$ cat config.mk
export PLATFORM = sky130hd
export DESIGN_NAME = mem_port_arbiter
export DESIGN_NICKNAME = d
export VERILOG_FILES = /design/src/rtl/riscv_mem_pkg.sv /design/src/rtl/rr_arbiter2.sv /design/src/rtl/mem_port_arbiter.sv
export SDC_FILE = /design/constraint.sdc
export NUM_CORES = 1
export LEC_CHECK = 0
export BUFFER_PORTS_ARGS = -buffer_cell sky130_fd_sc_hd__buf_2
export CAP_MARGIN = 10
export CORE_AREA = 2 2 128 130
export DETAILED_ROUTE_END_ITERATION = 8
export DIE_AREA = 0 0 130 132
export GPL_ROUTABILITY_DRIVEN = 0
export GPL_TIMING_DRIVEN = 1
export PLACE_DENSITY = 0.67
export RECOVER_POWER = 100
export SLEW_MARGIN = 5
export SYNTH_ARGS = -nofsm -noshare
export SYNTH_HDL_FRONTEND = slang
export SYNTH_HIERARCHICAL = 1
export SYNTH_SLANG_ARGS = --single-unit
$ cat constraint.sdc
create_clock -name clk -period 17.2 [get_ports clk]
set_clock_uncertainty 0.2 [all_clocks]
set_input_delay 2.58 -clock clk [delete_from_list [all_inputs] [get_ports clk]]
set_output_delay 2.58 -clock clk [all_outputs]
set_load 0.05 [all_outputs]
$ cat src/rtl/riscv_mem_pkg.sv
// Shared RV32 data-memory definitions: funct3 encodings, access width decode, master indices.
package riscv_mem_pkg;

  localparam logic [2:0] F3_LB  = 3'd0;
  localparam logic [2:0] F3_LH  = 3'd1;
  localparam logic [2:0] F3_LW  = 3'd2;
  localparam logic [2:0] F3_LBU = 3'd4;
  localparam logic [2:0] F3_LHU = 3'd5;
  localparam logic [2:0] F3_SB  = 3'd0;
  localparam logic [2:0] F3_SH  = 3'd1;
  localparam logic [2:0] F3_SW  = 3'd2;

  localparam int M0_CORE   = 0;
  localparam int M1_LOADER = 1;

  // Width lives in funct3[1:0]; bit 2 only selects zero- versus sign-extension.
  function automatic logic [2:0] access_bytes(input logic [2:0] funct3);
    case ({1'b0, funct3[1:0]})
      F3_LB:   access_bytes = 3'd1;
      F3_LH:   access_bytes = 3'd2;
      F3_LW:   access_bytes = 3'd4;
      default: access_bytes = 3'd0;
    endcase
  endfunction

endpackage

$ cat src/rtl/rr_arbiter2.sv
// Two-way round-robin arbiter: combinational one-hot grant, remembers the last winner.
module rr_arbiter2
  import riscv_mem_pkg::*;
(
  input  logic       clk,
  input  logic       rst_n,
  input  logic [1:0] req,
  output logic [1:0] gnt
);

  logic last_gnt;

  always_comb begin
    if (req == 2'b11) gnt = last_gnt ? 2'b01 : 2'b10;
    else              gnt = req;
  end

  // Reset favours the core on the first tie.
  always_ff @(posedge clk or negedge rst_n) begin
    if (!rst_n)    last_gnt <= 1'b1;
    else if (|gnt) last_gnt <= gnt[M1_LOADER];
  end

endmodule

$ cat src/rtl/mem_port_arbiter.sv
// Shares the single data-memory port between the core (M0) and the loader (M1),
// with range/alignment checking and a registered per-master response.
module mem_port_arbiter
  import riscv_mem_pkg::*;
#(
  parameter int MEM_SIZE = 2048,
  parameter int CNT_W    = 16
) (
  input  logic             clk,
  input  logic             rst_n,
  input  logic             m0_req,
  input  logic             m0_we,
  input  logic [2:0]       m0_funct3,
  input  logic [31:0]      m0_addr,
  input  logic [31:0]      m0_wdata,
  output logic             m0_gnt,
  output logic             m0_rvalid,
  output logic [31:0]      m0_rdata,
  output logic             m0_err,
  input  logic             m1_req,
  input  logic             m1_we,
  input  logic [2:0]       m1_funct3,
  input  logic [31:0]      m1_addr,
  input  logic [31:0]      m1_wdata,
  output logic             m1_gnt,
  output logic             m1_rvalid,
  output logic [31:0]      m1_rdata,
  output logic             m1_err,
  output logic             mem_read,
  output logic             mem_write,
  output logic [2:0]       mem_funct3,
  output logic [31:0]      mem_addr,
  output logic [31:0]      mem_wdata,
  input  logic [31:0]      mem_rdata,
  output logic [CNT_W-1:0] conflict_cnt
);

  // 33-bit end address keeps accesses near 2^32 from wrapping back into range.
  function automatic logic access_err(input logic [31:0] addr, input logic [2:0] funct3);
    logic [2:0]  nbytes;
    logic [32:0] end_addr;
    nbytes   = access_bytes(funct3);
    end_addr = {1'b0, addr} + {30'd0, nbytes};
    access_err = (funct3 == 3'd3) || (funct3 == 3'd6) || (funct3 == 3'd7) ||
                 (end_addr > 33'(MEM_SIZE)) ||
                 ((nbytes == 3'd2) && addr[0]) ||
                 ((nbytes == 3'd4) && (addr[1:0] != 2'b00));
  endfunction

  function automatic logic [CNT_W-1:0] sat_inc(input logic [CNT_W-1:0] v);
    sat_inc = (&v) ? v : v + 1'b1;
  endfunction

  logic [1:0]  req, gnt;
  logic        any_gnt, sel_m1, sel_we, sel_err, issue;
  logic [2:0]  sel_funct3;
  logic [31:0] sel_addr, sel_wdata;

  logic [1:0]  rsp_vld_p1, rsp_err_p1;
  logic [31:0] rsp_data0_p1, rsp_data1_p1;
  logic [CNT_W-1:0] cnt_q;

  assign req = {m1_req, m0_req};

  rr_arbiter2 u_arb (
    .clk   (clk),
    .rst_n (rst_n),
    .req   (req),
    .gnt   (gnt)
  );

  // Request cycle: winner payload to the memory port, error check before issue.
  assign any_gnt    = |gnt;
  assign sel_m1     = gnt[M1_LOADER];
  assign sel_we     = sel_m1 ? m1_we     : m0_we;
  assign sel_funct3 = sel_m1 ? m1_funct3 : m0_funct3;
  assign sel_addr   = sel_m1 ? m1_addr   : m0_addr;
  assign sel_wdata  = sel_m1 ? m1_wdata  : m0_wdata;
  assign sel_err    = any_gnt && access_err(sel_addr, sel_funct3);
  assign issue      = any_gnt && !sel_err;

  assign m0_gnt     = gnt[M0_CORE];
  assign m1_gnt     = gnt[M1_LOADER];
  assign mem_read   = issue && !sel_we;
  // A store presented while reset is asserted must not reach memory.
  assign mem_write  = issue && sel_we && rst_n;
  assign mem_funct3 = any_gnt ? sel_funct3 : 3'd0;
  assign mem_addr   = any_gnt ? sel_addr   : 32'd0;
  assign mem_wdata  = any_gnt ? sel_wdata  : 32'd0;

  // Response stage: one-cycle rvalid pulse for the winner.
  always_ff @(posedge clk or negedge rst_n) begin
    if (!rst_n) begin
      rsp_vld_p1   <= 2'b00;
      rsp_err_p1   <= 2'b00;
      rsp_data0_p1 <= 32'd0;
      rsp_data1_p1 <= 32'd0;
      cnt_q        <= '0;
    end else begin
      rsp_vld_p1   <= gnt;
      rsp_err_p1   <= gnt & {2{sel_err}};
      rsp_data0_p1 <= (gnt[M0_CORE]   && mem_read) ? mem_rdata : 32'd0;
      rsp_data1_p1 <= (gnt[M1_LOADER] && mem_read) ? mem_rdata : 32'd0;
      if (m0_req && m1_req) cnt_q <= sat_inc(cnt_q);
    end
  end

  assign m0_rvalid    = rsp_vld_p1[M0_CORE];
  assign m1_rvalid    = rsp_vld_p1[M1_LOADER];
  assign m0_err       = rsp_err_p1[M0_CORE];
  assign m1_err       = rsp_err_p1[M1_LOADER];
  assign m0_rdata     = rsp_data0_p1;
  assign m1_rdata     = rsp_data1_p1;
  assign conflict_cnt = cnt_q;

endmodule
=== Word level (Yosys, flattened, before mapping) ===
Index checks and enable logic that the tools add are counted.

* Add/subtract/negate cells: 2
* $lt $le $gt $ge: 1
* Eq/ne operators: 8
* Mux-type cells: 12
* Bitwise gates (word level): 2
* Reductions and logical operators: 22

{| class="wikitable"
|+ Operators with widths
! cell !! number
|-
| $mux W32 || 6
|-
| $add A32 B3 Y33 || 1
|-
| $gt A33 B12 Y1 const B || 1
|-
| $add A16 B1 Y16 const B || 1
|-
| $reduce_and A16 Y1 || 1
|-
| $logic_and A1 B1 Y1 || 10
|-
| $eq A3 B3 Y1 const B || 3
|-
| $pmux W3 S3 || 1
|-
| $eq A3 B2 Y1 const B || 2
|-
| $mux W3 || 2
|-
| $logic_or A1 B1 Y1 || 5
|-
| $eq A2 B2 Y1 const B || 2
|-
| $mux W2 || 2
|-
| $and A2 B2 Y2 || 1
|-
| $eq A2 B1 Y1 const B || 1
|-
| $logic_not A1 Y1 || 2
|-
| $logic_not A2 Y1 || 1
|-
| $reduce_and A2 Y1 || 1
|-
| $reduce_bool A2 Y1 || 1
|-
| $reduce_or A2 Y1 || 1
|-
| $mux W1 || 1
|-
| $not A1 Y1 || 1
|}

* Register bits: 85
* Input port bits: 172
* Output and inout port bits: 155
* Word-level logic and storage cells: 53

=== Depth between registers and ports, before layout ===
Gate-level depths: netlist (run 1).

* Depth in word-level cells: 16
* Gate-level depth with buffers: 18
* Depth with buffers taken out: 13

=== Modules after synthesis ===
The synthesis (run 1) kept the hierarchy.

{| class="wikitable"
|+ By module, submodules not included
! module !! instances !! cells each !! area an instance (um2) !! sequential area each (um2)
|-
| mem_port_arbiter || 1 || 578 || 5457.7 || 2102.0
|-
| rr_arbiter2 || 1 || 6 || 53.8 || 26.3
|}

=== Worst setup path after synthesis (run 1) ===
Ideal clock, no wire load.

* Path kind: input port to output port
* Start: input port m1_req
* End: output port mem_write
* Arrival: 8544 ps
* Required time: 14420 ps
* Slack: 5876 ps
* Cell stages on the path: 15
* Path buffers: 5
* Path through: a21boi_0 buf_4 buf_2 buf_2 buf_2 mux2_2 ha_1 nand3_1 nand2_1 nand4_2 or4_4 a2111oi_4 nand4_1 buf_4 a2111oi_2

* Word-level cells in the longest chain between the ends: 15
* Elaborated cells on any way between the ends: 30
* Those cells by class: 1 x add/sub; 1 x order compare; 8 x eq/ne; 5 x mux; 15 x reduce/logical

{| class="wikitable"
|+ RTL lines
! item !! RTL line !! source
|-
| start: declaration || mem_port_arbiter.sv:20 || <nowiki>input logic m1_req,</nowiki>
|-
| $eq A2 B2 Y1 || rr_arbiter2.sv:14 || <nowiki>if (req == 2'b11) gnt = last_gnt ? 2'b01 : 2'b10;</nowiki>
|-
| $mux W2 * || rr_arbiter2.sv:14 ||
|-
| $mux W3 || mem_port_arbiter.sv:76 || <nowiki>assign sel_funct3 = sel_m1 ? m1_funct3 : m0_funct3;</nowiki>
|-
| $eq A2 B2 Y1, or another cell as far along || riscv_mem_pkg.sv:18 || <nowiki>case ({1'b0, funct3[1:0]})</nowiki>
|-
| $pmux W3 S3 || riscv_mem_pkg.sv:18 ||
|-
| $add A32 B3 Y33 || mem_port_arbiter.sv:43 || <nowiki>end_addr = {1'b0, addr} + {30'd0, nbytes};</nowiki>
|-
| $gt A33 B12 Y1 || mem_port_arbiter.sv:45 || <nowiki>(end_addr > 33'(MEM_SIZE)) ||</nowiki>
|-
| $logic_or A1 B1 Y1 || mem_port_arbiter.sv:44 || <nowiki>access_err = (funct3 == 3'd3) || (funct3 == 3'd6) || (funct3 == 3'd7) ||</nowiki>
|-
| $logic_or A1 B1 Y1 || mem_port_arbiter.sv:45 ||
|-
| $logic_or A1 B1 Y1 || mem_port_arbiter.sv:46 || <nowiki>((nbytes == 3'd2) && addr[0]) ||</nowiki>
|-
| $logic_and A1 B1 Y1 || mem_port_arbiter.sv:79 || <nowiki>assign sel_err = any_gnt && access_err(sel_addr, sel_funct3);</nowiki>
|-
| $logic_not A1 Y1 || mem_port_arbiter.sv:80 || <nowiki>assign issue = any_gnt && !sel_err;</nowiki>
|-
| $logic_and A1 B1 Y1 || mem_port_arbiter.sv:80 ||
|-
| $logic_and A1 B1 Y1 * (2 in series) || mem_port_arbiter.sv:86 || <nowiki>assign mem_write = issue && sel_we && rst_n;</nowiki>
|-
| end: declaration || mem_port_arbiter.sv:30 || <nowiki>output logic mem_write,</nowiki>
|}

Mark *: on every way between the ends. The rest lies on a longest branch, timed or not.

=== Final worst setup path (run 1) ===
* Start: input port m1_req
* End: output port mem_read

* Word-level cells in the longest chain between the ends: 14
* Elaborated cells on any way between the ends: 30
* Those cells by class: 1 x add/sub; 1 x order compare; 8 x eq/ne; 5 x mux; 15 x reduce/logical

{| class="wikitable"
|+ RTL lines
! item !! RTL line !! source
|-
| $eq A2 B2 Y1 || rr_arbiter2.sv:14 ||
|-
| $mux W2 * || rr_arbiter2.sv:14 ||
|-
| $mux W3 || mem_port_arbiter.sv:76 ||
|-
| $eq A2 B2 Y1, or another cell as far along || riscv_mem_pkg.sv:18 ||
|-
| $pmux W3 S3 || riscv_mem_pkg.sv:18 ||
|-
| $add A32 B3 Y33 || mem_port_arbiter.sv:43 ||
|-
| $gt A33 B12 Y1 || mem_port_arbiter.sv:45 ||
|-
| $logic_or A1 B1 Y1 || mem_port_arbiter.sv:44 ||
|-
| $logic_or A1 B1 Y1 || mem_port_arbiter.sv:45 ||
|-
| $logic_or A1 B1 Y1 || mem_port_arbiter.sv:46 ||
|-
| $logic_and A1 B1 Y1 || mem_port_arbiter.sv:79 ||
|-
| $logic_not A1 Y1 || mem_port_arbiter.sv:80 ||
|-
| $logic_and A1 B1 Y1 || mem_port_arbiter.sv:80 ||
|-
| $logic_and A1 B1 Y1 * || mem_port_arbiter.sv:84 || <nowiki>assign mem_read = issue && !sel_we;</nowiki>
|-
| end: declaration || mem_port_arbiter.sv:29 || <nowiki>output logic mem_read,</nowiki>
|}

Marks and branches as above.

==> metrics.md, run 1 <==
| Metric | Value |
|---|---|
| Status | `finished, violations left` |
| Failing checks | `capacitance limit, slew limit` |
| Startpoint types | `primary input` |
| Cell taking the most area after synthesis | `dfrtp_1` |
| Vias in the first global route | `between 5k and 6k` |
| Yosys top cell area share | `0.381` |
| TritonRoute pass-1 iters | `5` |
| Synthesized area per cell | `9.44 um^2` |
| Post-synthesis adder-cell area fraction | `0.0127` |
| Post-Synth XOR/XNOR Area | `0.0334` |
| Fin nets | `1062` |
| Clock slew seen by the registers of the worst setup and hold paths | `0.06 ns` |
| GR peak layer | `met2` |
| CTS tree | `built` |
| Rel. slew slack | `-1.84` |
| Register area share after synthesis | `0.386` |
| Critical path's most frequent cell | `clkbuf_1` |
| Primary FF master, synth | `dfrtp_1` |
| Area grow syn2layout | `29.9%` |
| Crit path time final | `13.03 ns` |
| Maximum vdd drop | `about 0.000065 V` |
| GR Util met1 | `0.263` |
| EDFF count, synth | `0` |
| Input/output buffers | `between 300 and 400` |
| Die width | `130 um` |
| Total track usage | `0.216` |
| Synth Net Count | `761` |
| Simple-Gate Fraction of Synth Area | `0.275` |
| Max Root-Sink Buffers | `2` |
| Endpoint type of the worst setup path | `primary output` |
| Clock sink count | `between 80 and 90` |
| Starting Density | `0.351` |
| IO Pins | `between 300 and 400` |
| Setup Crit Path Kind | `in2out` |
| Clock power share | `0.298` |
| Hold crit path type | `reg2reg` |
| Synthesized flop and latch total | `85` |
| CTS root buf | `clkbuf_16` |
| Die Ht | `between 100 and 150 um` |
| Hold WS | `slightly below 0.3 ns` |
| CTS resizes | `0` |
| Total Wirelength | `19600 um` |
| Cell Area, Synth | `5510 um^2` |
| Pin count of the biggest net entering global routing | `84` |
| Fin Setup TNS | `0 ns` |
| Worst path top cell family by delay | `buffers and inverters` |
| WL/cell | `17.7 um` |
| GR Util met3 | `0.0515` |
| Ratio of cells with drive above 1 in the final layout | `0.246` |
| Ys async rst share | `1.00` |
| Crit path DAT | `10.25 ns` |
| Hold path startpoint | `conflict_cnt[11]` |
| Synth area leaders | `dfrtp_1, a22o_1, nor3_2` |
| Core Rows | `between 40 and 50` |
| Worst Setup SP | `m1_req` |
| Combinational share of power | `0.360` |
| # DRC | `0` |
| Antenna Nets Post-Route | `0` |
| Crit Reg-Reg Startpoint | `u_arb/last_gnt` |
| Largest family of logic cells by synthesized area | `simple AND/OR/NAND/NOR gates` |
| Total of warnings raised by yosys | `6` |
| Flop pwr share | `0.341` |
| Max Clock Freq | `76.7 MHz` |
| Initial DRC count | `302` |
| Internal Pwr Total | `0.000382 W` |
| Antenna violations before repair | `4` |
| CTS Hold Bufs | `0` |
| Core area | `15700 um^2` |
| Slew Limit Fails | `268` |
| First-pass GRT wire length | `29100 um` |
| Req. time, crit path | `around 14 ns` |
| Slowest stage delay, CP | `2.08 ns` |
| Drt via density | `~5.2` |
| P_leak | `3.16 nW` |
| H-tree Lvls | `3` |
| Die Area | `17200 um^2` |
| CP max stage cell | `clkbuf_1` |
| Post-Syn Instances | `584` |
| Switching Share | `0.401` |
| Fin crit share | `0.758` |
| Synth cell types | `63` |
| PwrDens | `89.1 nW/um^2` |
| Buf/Inv on CP | `5` |
| Maximum fanout along the worst path | `69` |
| Critical path, cell by cell | `clkbuf_1 > a21boi_0 > buf_4 > clkbuf_1 > mux2i_1 > a2111oi_0 > o211ai_1 > nand3b_1 > a22oi_1 > nand4_1 > clkbuf_1 > nor3_2 > buf_2` |
| Post-synthesis compound-gate area fraction | `0.188` |
| Unrepaired setup endpoints after global routing | `false` |
| Actual transition at the worst max-transition pin | `between 4 and 5 ns` |
| Routing usage on met2 | `0.368` |
| Vias | `5718` |
| Cts bufs inserted | `9` |
| DP HPWL | `approximately 15000 um` |
| Total of max-cap violations | `4` |
| Switching power total | `between 0.0002 and 0.0003 W` |
| Post-CTS setup buffer count | `0` |
| Final hold violation count | `0` |
| Clock latency on the worst-skew pair | `between 0.3 and 0.4 ns` |
| Post-synthesis mux area share | `0.0561` |
| Global route overflow | `0` |
| Final setup violation count | `0` |
==> flip-flops by register name, indices dropped and copies added (netlist names) <==
register / cells
conflict_cnt: 16
rsp_vld_p1: 2
rsp_err_p1: 2
u_arb/last_gnt: 1
m0_rdata: 32
m1_rdata: 32
==> layout by cell type (no fill, tap or decap), drive strengths merged, types with 3 or more instances in the layout <==
master	n
nand2b	3
nor2	32
nand3	19
nand2	89
nand4b	6
and4	4
nor2b	3
o21ai	5
a21oi	17
or4	3
o211ai	4
and3	3
a211oi	4
clkbuf	167
a21o	4
xor2	6
mux2i	23
inv	12
dfrtp	84
a31oi	8
ha	4
nand3b	8
buf	176
clkinv	4
nor3	69
a22o	50
a2111oi	3
a32oi	3
o21a	4
nand4	19
a21boi	4
xnor2	15
a22oi	6
mux2	7
==> area by class of cell <==
class                   instances  area (um^2)
clock inverters                 7         73.8
repair buffers                334         1480
diodes                          1         2.50
well taps                     216          270
flip-flops and latches         85         2130
inverters                      11         41.3
fillers                      1662         8550
clock buffers                   9          225
multi-input cells             444         2940
==> per-layer routing <==
| layer | part of all wire | vias up |
|---|---|---|
| met1 | 0.40 | 2655 |
| li1 | - | 2750 |
| met5 | 0.0019 | - |
| met3 | 0.077 | 42 |
| met4 | 0.033 | 6 |
| met2 | 0.49 | 265 |
==> Yosys cell counts (all sizes together) (8+ instances only) <==
master / number
buf: 19
mux2i: 23
a21oi: 17
nor2: 32
nand3b: 8
nand4: 19
clkbuf: 25
a22o: 50
nand3: 19
nor3: 69
nand2: 89
a31oi: 8
xnor2: 15
dfrtp: 84
inv: 11
==> logic make-up after synthesis <==
group | count (synthesis)
adder cells (fa/ha/maj) | 5
multiplexers | 30
buffers and inverters | 55
flip-flops | 85
XOR/XNOR | 21
AND/OR/NAND/NOR | 262
AO/OA/AOI/OAI | 126
==> per-stage QoR <==
step	utilization	std cells	area [um^2]	worst slack, ns	power, W
6_report	0.456	1107	7160	4.17	0.000638
5_1_grt	0.456	1107	7160	3.32	0.000666
4_1_cts	0.482	1106	7570	6.99	0.000650
3_5_place_dp	0.463	1090	7270	7.01	0.000458
3_3_place_gp	0.463	1090	7270	7.18	0.000457
2_1_floorplan	-	584	5510	5.88	0.000384
==> path summary, 6_finish.rpt <==
check | to | cells after the start | slack, ns
worst max-delay path | mem_read | 13 | 4.17
worst min-delay path | conflict_cnt[11] | 1 | 0.29
worst max register to register | m0_rdata[5] | 11 | 9.08
worst min register to register | conflict_cnt[11] | 1 | 0.29
max in group asynchronous | m0_rdata[9] | 2 | 10.60
min in group asynchronous | m0_rdata[13] | 1 | 1.86
==> power groups by stage <==
stage / Combinational, W / Sequential, W / Clock [W]
4_1_cts: 0.000238 / 0.000217 / 0.000195
3_5_place_dp: 0.000237 / 0.000221 / 0
6_report: 0.000230 / 0.000218 / 0.000190
3_3_place_gp: 0.000236 / 0.000221 / 0
5_1_grt: 0.000245 / 0.000219 / 0.000203
2_1_floorplan: 0.000138 / 0.000245 / 0
Power figures use the tool's default switching activity.
==> run 2, diff against run 1 <==
Settings changed: ABC_AREA set to 1, CORE_AREA 2 2 128 130 to 2 2 127 129, DIE_AREA 0 0 130 132 to 0 0 129 131, PLACE_DENSITY 0.67 to 0.7.
Clock period 17.2 ns to 10.9 ns, I/O delays scaled along.
==> metrics.md, run 2 <==
| Metric | Value |
|---|---|
| # DRC | `0 (unchanged)` |
| Crit Reg-Reg Endpoint | `m0_rdata[28]` |
| Simple-Gate Fraction of Synth Area | `0.355 (+0.0796)` |
| Ys async rst share | `1.00 (unchanged)` |
| Max Root-Sink Buffers | `2 (unchanged)` |
| Synth cell types | `38 (-40%)` |
| Post-CTS setup buffer count | `0 (unchanged)` |
| Post-Synth XOR/XNOR Area | `0.0322 (-0.00114)` |
| Vias in the first global route | `5177 (-6.4%)` |
| H-tree Lvls | `3 (unchanged)` |
| Area grow syn2layout | `34.1%` |
| Core Rows | `46 (unchanged)` |
| Final setup violation count | `0 (unchanged)` |
| Most common cell after layout, fill and taps aside | `nand2_1` |
| Clock power share | `0.286 (-0.012)` |
| Internal Pwr Total | `0.000581 W (+52%)` |
| Register-to-Register Path Depth | `26 (+15)` |
| Largest family of logic cells by synthesized area | `simple AND/OR/NAND/NOR gates` |
| Unrepaired setup endpoints after global routing | `false` |
| CTS Hold Bufs | `0 (unchanged)` |
| TritonRoute pass-1 iters | `5 (unchanged)` |
| Vias | `6054 (+5.9%)` |
| Core area | `15600 um^2 (-0.73%)` |
| Pin count of the biggest net entering global routing | `76 (-9.5%)` |
| CTS tree | `built` |
| Starting Density | `0.348 (-0.00230)` |
| Total Wirelength | `17700 um (-9.7%)` |
| Setup Crit Path Kind | `in2out` |
| Flop pwr share | `0.336 (-0.005)` |
| Req. time, crit path | `9.07 ns (-5.35 ns)` |
| PwrDens | `140 nW/um^2 (+57%)` |
| Max Clock Freq | `112 MHz` |
| DP Area | `7230 um^2 (-0.53%)` |
| Drt via density | `4.40 (-15%)` |
| Cell Area, Synth | `5440 um^2 (-1.4%)` |
| Post-synthesis adder-cell area fraction | `0.0129 (+0.000179)` |
| Primary FF master, synth | `dfrtp_1` |
| Die Ht | `131 um (-0.76%)` |
| Diodes inserted | `0 (-1)` |
| Input/output buffers | `326 (unchanged)` |
| Actual transition at the worst max-transition pin | `2.55 ns (-1.71 ns)` |
| Total track usage | `0.192 (-0.0242)` |
| Die width | `129 um (-0.77%)` |
| Endpoint type of the worst setup path | `primary output` |
| Total of max-cap violations | `5 (+1)` |
| Design area | `7290 um^2 (+1.8%)` |
| Yosys top cell area share | `0.387 (+0.00536)` |
| Hold crit path type | `reg2reg` |
| Area of the multi-input gates | `2590 um^2 (-12%)` |
| Fin Setup TNS | `0 ns (unchanged)` |
| Fillers | `1697 (+2.1%)` |
| Most frequent cells in the layout | `nand2_1, buf_2, nor2_1, clkbuf_1, inv_1` |
| DP Cell Count | `1360 (+25%)` |
| Startpoint types | `primary input` |
| Clock latency on the worst-skew pair | `0.33 ns (about the same)` |
| CTS root buf | `clkbuf_16` |
| WL/cell | `12.9 um (-27%)` |
| Slowest stage delay, CP | `0.51 ns (-1.57 ns)` |
| Post-Syn Instances | `842 (+44%)` |
| Total of warnings raised by yosys | `6 (unchanged)` |
| Synth Net Count | `1019 (+34%)` |
| Rel. slew slack | `-0.700 (+1.14)` |
| Slew Limit Fails | `164 (-39%)` |
| Final cell count without fillers | `1376 (+24%)` |
| Critical path's most frequent cell | `nand2_1` |
| Ratio of cells with drive above 1 in the final layout | `0.174 (-0.0719)` |
| Failing checks | `capacitance limit, slew limit` |
| Top cells by count, synth | `nand2_1, nor2_1, inv_1` |
| Global route overflow | `0 (unchanged)` |
| Switching power total | `0.000437 W (+71%)` |
| Die Area | `16900 um^2 (-1.5%)` |
| Flop2flop setup slack | `4.07 ns (-5.01 ns)` |
| Fin nets | `1332 (+25%)` |
| IO Pins | `327 (unchanged)` |
| Crit Reg-Reg Startpoint | `u_arb/last_gnt` |
| Crit path time final | `8.93 ns` |
| Switching Share | `0.430 (+0.0289)` |
| Synthesized area per cell | `6.46 um^2 (-32%)` |
| Post-synthesis mux area share | `0 (-0.0561)` |
| Status | `finished, violations left` |
| DP HPWL | `14200 um (-5.8%)` |
| EDFF count, synth | `0 (unchanged)` |
| Antenna Nets Post-Route | `0 (unchanged)` |
| Maximum fanout along the worst path | `75 (+8.7%)` |
| Synthesized flop and latch total | `85 (unchanged)` |
| CP max stage cell | `inv_1` |
| Count leader, synth | `nand2_1` |
| CTS resizes | `0 (unchanged)` |
| Initial DRC count | `331 (+9.6%)` |
| Synth area leaders | `dfrtp_1, nand2_1, nor2_1` |
| Storage cell area | `2130 um^2 (unchanged)` |
| Fin crit share | `0.819` |
| Worst slack at placement | `2.72 ns (-4.29 ns)` |
| CP endpoint | `mem_read` |
| Post-synthesis compound-gate area fraction | `0.0785 (-0.109)` |
| Final hold violation count | `0 (unchanged)` |
| Antenna violations before repair | `2 (-2)` |
| P_leak | `4.21 nW (+33%)` |
| Cts bufs inserted | `9 (unchanged)` |
| Maximum vdd drop | `0.0000728 V (+12%)` |
| Combinational share of power | `0.378 (+0.018)` |
| Clock sink count | `85 (unchanged)` |
| Clock slew seen by the registers of the worst setup and hold paths | `0.07 ns (about the same)` |
| Setup WS post-layout | `1.97 ns (-2.20 ns)` |
| First-pass GRT wire length | `25700 um (-12%)` |
| Cell taking the most area after synthesis | `dfrtp_1` |
| Worst Setup SP | `m1_req` |
| Crit path DAT | `7.09 ns (-3.16 ns)` |
| Register area share after synthesis | `0.392 (+0.00542)` |
-- run 2: cell types whose count changed after synthesis, sizes merged, moves of 9 or more --
cell    change
o21ai      +56
xnor2      -10
clkbuf     -13
a22o       -49
nand3      +12
nand4      -14
xor2        +9
nor2      +136
inv       +135
nand2     +169
nor3       -58
mux2i      -23
-- run 2: stage by stage --
| step | total power (W) | util | hold WS (ns) |
|---|---|---|---|
| 2_1_floorplan | 0.000634 | - | 0.261 |
| 3_3_place_gp | 0.000745 | 0.464 | 0.282 |
| 3_5_place_dp | 0.000747 | 0.464 | 0.283 |
| 4_1_cts | 0.00104 | 0.483 | 0.295 |
| 5_1_grt | 0.00107 | 0.467 | 0.312 |
| 6_report | 0.00102 | 0.467 | 0.297 |
-- run 2: critical path: cells and delay by family --
| kind | cells | cell delay [ns] |
|---|---|---|
| AO/OA/AOI/OAI | 2 | 0.30 |
| AND/OR/NAND/NOR | 18 | 2.46 |
| buffers and inverters | 7 | 2.23 |
| adder cells (fa/ha/maj) | 2 | 0.41 |
-- run 2: logic make-up (layout without fill, tap and decap cells) --
kind of cell | count (synthesis) | in the layout
adder cells (fa/ha/maj) | 5 | 5
flip-flops | 85 | 85
AND/OR/NAND/NOR | 478 | 478
buffers and inverters | 175 | 493
AO/OA/AOI/OAI | 79 | 79
XOR/XNOR | 20 | 20
-- run 2: final cells by class --
type | instances | area share
timing repair buffer | 331 | 0.201
tap | 216 | 0.0371
clock buffer | 10 | 0.0328
inverter | 146 | 0.0752
clock inverter | 6 | 0.00738
multi-input combinational | 582 | 0.355
sequential | 85 | 0.292
-- run 2: power groups by stage --
| stage | combinational, W | sequential (W) | clock, W |
|---|---|---|---|
| floorplan | 0.000247 | 0.000387 | 0 |
| global placement | 0.000397 | 0.000348 | 0 |
| detailed placement | 0.000399 | 0.000348 | 0 |
| CTS | 0.000400 | 0.000342 | 0.000297 |
| global route | 0.000420 | 0.000345 | 0.000309 |
| finish | 0.000385 | 0.000342 | 0.000291 |
-- run 2: worst min path at each step --
stage,from,to,cells after the start
6_report,conflict_cnt[15],conflict_cnt[15],1
5_1_grt,conflict_cnt[15],conflict_cnt[15],1
4_1_cts,conflict_cnt[15],conflict_cnt[15],1
3_5_place_dp,conflict_cnt[15],conflict_cnt[15],1
3_3_place_gp,conflict_cnt[15],conflict_cnt[15],1
2_1_floorplan,u_arb/last_gnt,u_arb/last_gnt,2
-- run 2: routing by layer --
layer	up-vias	wire length [um]	track usage
met1	2659	7480	0.240
met5	-	24	0
li1	3144	-	-
met4	4	159	0.0486
met3	14	1220	0.0375
met2	233	8810	0.341
==> run 3, diff against run 2 <==
Settings changed: ABC_AREA 1 to 0, CORE_AREA 2 2 127 129 to 2 2 126 128, DIE_AREA 0 0 129 131 to 0 0 128 130, PLACE_DENSITY 0.7 to 0.69.
Clock period 10.9 ns to 8.4 ns, I/O delays scaled along.
==> metrics.md, run 3 (synthesized netlist as in run 1, its figures left out) <==
| Metric | Value |
|---|---|
| Status | `finished, violations left` |
| Failing checks | `capacitance limit, slew limit` |
| # DRC | `0 (unchanged)` |
| Storage cell area | `2130 um^2 (unchanged)` |
| H-tree Lvls | `3 (unchanged)` |
| CTS Hold Bufs | `0 (unchanged)` |
| Most frequent cells in the layout | `buf_2, clkbuf_1, nand2_1, dfrtp_1, nor3_1` |
| Final hold violation count | `0 (unchanged)` |
| TritonRoute pass-1 iters | `5 (unchanged)` |
| Core area | `15400 um^2 (-1.1%)` |
| Total of max-cap violations | `2 (-3)` |
| Total Wirelength | `18300 um (+3.5%)` |
| Clock latency on the worst-skew pair | `0.33 ns (about the same)` |
| Slew Limit Fails | `120 (-27%)` |
| First-pass GRT wire length | `26700 um (+3.9%)` |
| Starting Density | `0.357 (+0.00885)` |
| IO Pins | `327 (unchanged)` |
| Startpoint types | `primary input` |
| Antenna Nets Post-Route | `0 (unchanged)` |
| PwrDens | `180 nW/um^2 (+29%)` |
| Antenna violations before repair | `4 (+2)` |
| Setup WS post-layout | `0.943 ns (-1.03 ns)` |
| Slowest stage delay, CP | `0.57 ns (+0.06 ns)` |
| Actual transition at the worst max-transition pin | `4.20 ns (+1.65 ns)` |
| DP HPWL | `13900 um (-1.6%)` |
| Hold crit path type | `reg2reg` |
| Fillers | `1604 (-5.5%)` |
| Clock sink count | `85 (unchanged)` |
| Max Root-Sink Buffers | `2 (unchanged)` |
| Max Clock Freq | `~130 MHz` |
| Crit path DAT | `6.00 ns (-1.09 ns)` |
| Fin Setup TNS | `0 ns (unchanged)` |
| Pin count of the biggest net entering global routing | `81 (+6.6%)` |
| P_leak | `3.17 nW (-25%)` |
| Global route overflow | `0 (unchanged)` |
| Die Ht | `130 um (-0.76%)` |
| Crit path time final | `7.46 ns` |
| Fin crit share | `0.888` |
| Maximum vdd drop | `0.000112 V (+54%)` |
| Maximum fanout along the worst path | `66 (-12%)` |
| Worst slack at placement | `1.29 ns (-1.42 ns)` |
| Req. time, crit path | `6.94 ns (-2.13 ns)` |
| Vias | `5702 (-5.8%)` |
| Post-CTS setup buffer count | `0 (unchanged)` |
| Endpoint type of the worst setup path | `primary output` |
| Critical path, cell by cell | `clkbuf_1 > a21boi_4 > buf_4 > mux2_2 > ha_1 > a21oi_1 > a211oi_1 > nand3_1 > or4_1 > a22oi_1 > nand4_1 > buf_4 > a2111oi_2 > clkbuf_1` |
| Total track usage | `0.204 (+0.0118)` |
| Final setup violation count | `0 (unchanged)` |
| Ratio of cells with drive above 1 in the final layout | `0.251 (+0.0764)` |
| WL/cell | `16.9 um (+31%)` |
| CP max stage cell | `a211oi_1` |
| Rel. slew slack | `-1.80 (-1.10)` |
| CTS root buf | `clkbuf_16` |
| Area of the multi-input gates | `2940 um^2 (+14%)` |
| Core Rows | `46 (unchanged)` |
| CTS resizes | `0 (unchanged)` |
| Clock slew seen by the registers of the worst setup and hold paths | `0.06 ns (about the same)` |
| Cts bufs inserted | `9 (unchanged)` |
| Initial DRC count | `391 (+18%)` |
| Drt via density | `5.26 (+20%)` |
| Unrepaired setup endpoints after global routing | `false` |
| Setup Crit Path Kind | `in2out` |
| Area grow syn2layout | `29.6%` |
| Most common cell after layout, fill and taps aside | `buf_2` |
| CTS tree | `built` |
| Vias in the first global route | `5090 (-1.7%)` |
| Input/output buffers | `326 (unchanged)` |
| Fin nets | `1062 (-20%)` |
| Die width | `128 um (-0.78%)` |
| Die Area | `16600 um^2 (-1.5%)` |
-- run 3: cell types whose count changed in the layout (fill, tap and decap cells not counted), moves of 11 or more --
cell     before  now
o21ai_0      45    5
nor3_1       10   67
a22o_1        1   50
nor2_1      163   32
nand2_1     257   89
mux2i_1       0   23
o21ai_1      13    0
nand4_1       5   16
nand3_1      31   19
inv_1       145   11
-- run 3: final timing paths --
| kind | startpoint | to | slack (ns) | depth (start not counted) |
|---|---|---|---|---|
| hold reg to reg | conflict_cnt[9] | conflict_cnt[9] | 0.29 | 1 |
| min in group asynchronous | rst_n | conflict_cnt[15] | 0.66 | 1 |
| setup reg to reg | u_arb/last_gnt | m0_rdata[16] | 3.65 | 12 |
| hold / removal | conflict_cnt[9] | conflict_cnt[9] | 0.29 | 1 |
| setup / recovery | m1_req | mem_write | 0.94 | 14 |
| max in group asynchronous | rst_n | m1_rdata[19] | 2.95 | 2 |
-- run 3: final cells by class --
cell class                      count  area share
Sequential cell                    85       0.298
Clock buffer                       11      0.0354
Multi-Input combinational cell    444       0.412
Inverter                           11     0.00578
Tap cell                          192      0.0336
Timing Repair Buffer              334       0.209
Clock inverter                      5     0.00596
Antenna cell                        2    0.000701
-- run 3: through the flow --
step | utilization | power (W) | hold WS, ns | std cells | instance area [um^2]
after floorplan | - | 0.000785 | 0.281 | 584 | 5510
after global placement | 0.469 | 0.000926 | 0.281 | 1065 | 7240
after detailed placement | 0.469 | 0.000929 | 0.285 | 1065 | 7240
after CTS | 0.488 | 0.00132 | 0.300 | 1081 | 7530
after global routing | 0.463 | 0.00135 | 0.322 | 1084 | 7140
final | 0.463 | 0.00129 | 0.294 | 1084 | 7140
-- run 3: report_power, final --
group / switching, W / internal, W / total [W] / leakage [nW]
combinational: 0.000336 / 0.000124 / 0.000460 / 1.87
sequential: 0.0000189 / 0.000426 / 0.000445 / 1.16
clock: 0.000164 / 0.000220 / 0.000384 / 0.136
total: 0.000519 / 0.000769 / 0.00129 / 3.17
-- run 3: worst max-delay path: cells and delay by family --
kind,cells,cell delay [ns]
compound gates,5,1.48
fa+ha+maj,1,0.38
buf+inv,4,1.45
mux,1,0.41
simple gates,3,0.99
-- run 3: per-layer routing --
layer | GRT usage | wire (um) | up-vias
li1 | - | - | 2759
met1 | 0.264 | 7790 | 2676
met2 | 0.347 | 8980 | 239
met3 | 0.0394 | 1200 | 24
met4 | 0.0614 | 308 | 4
met5 | 0 | 27 | -
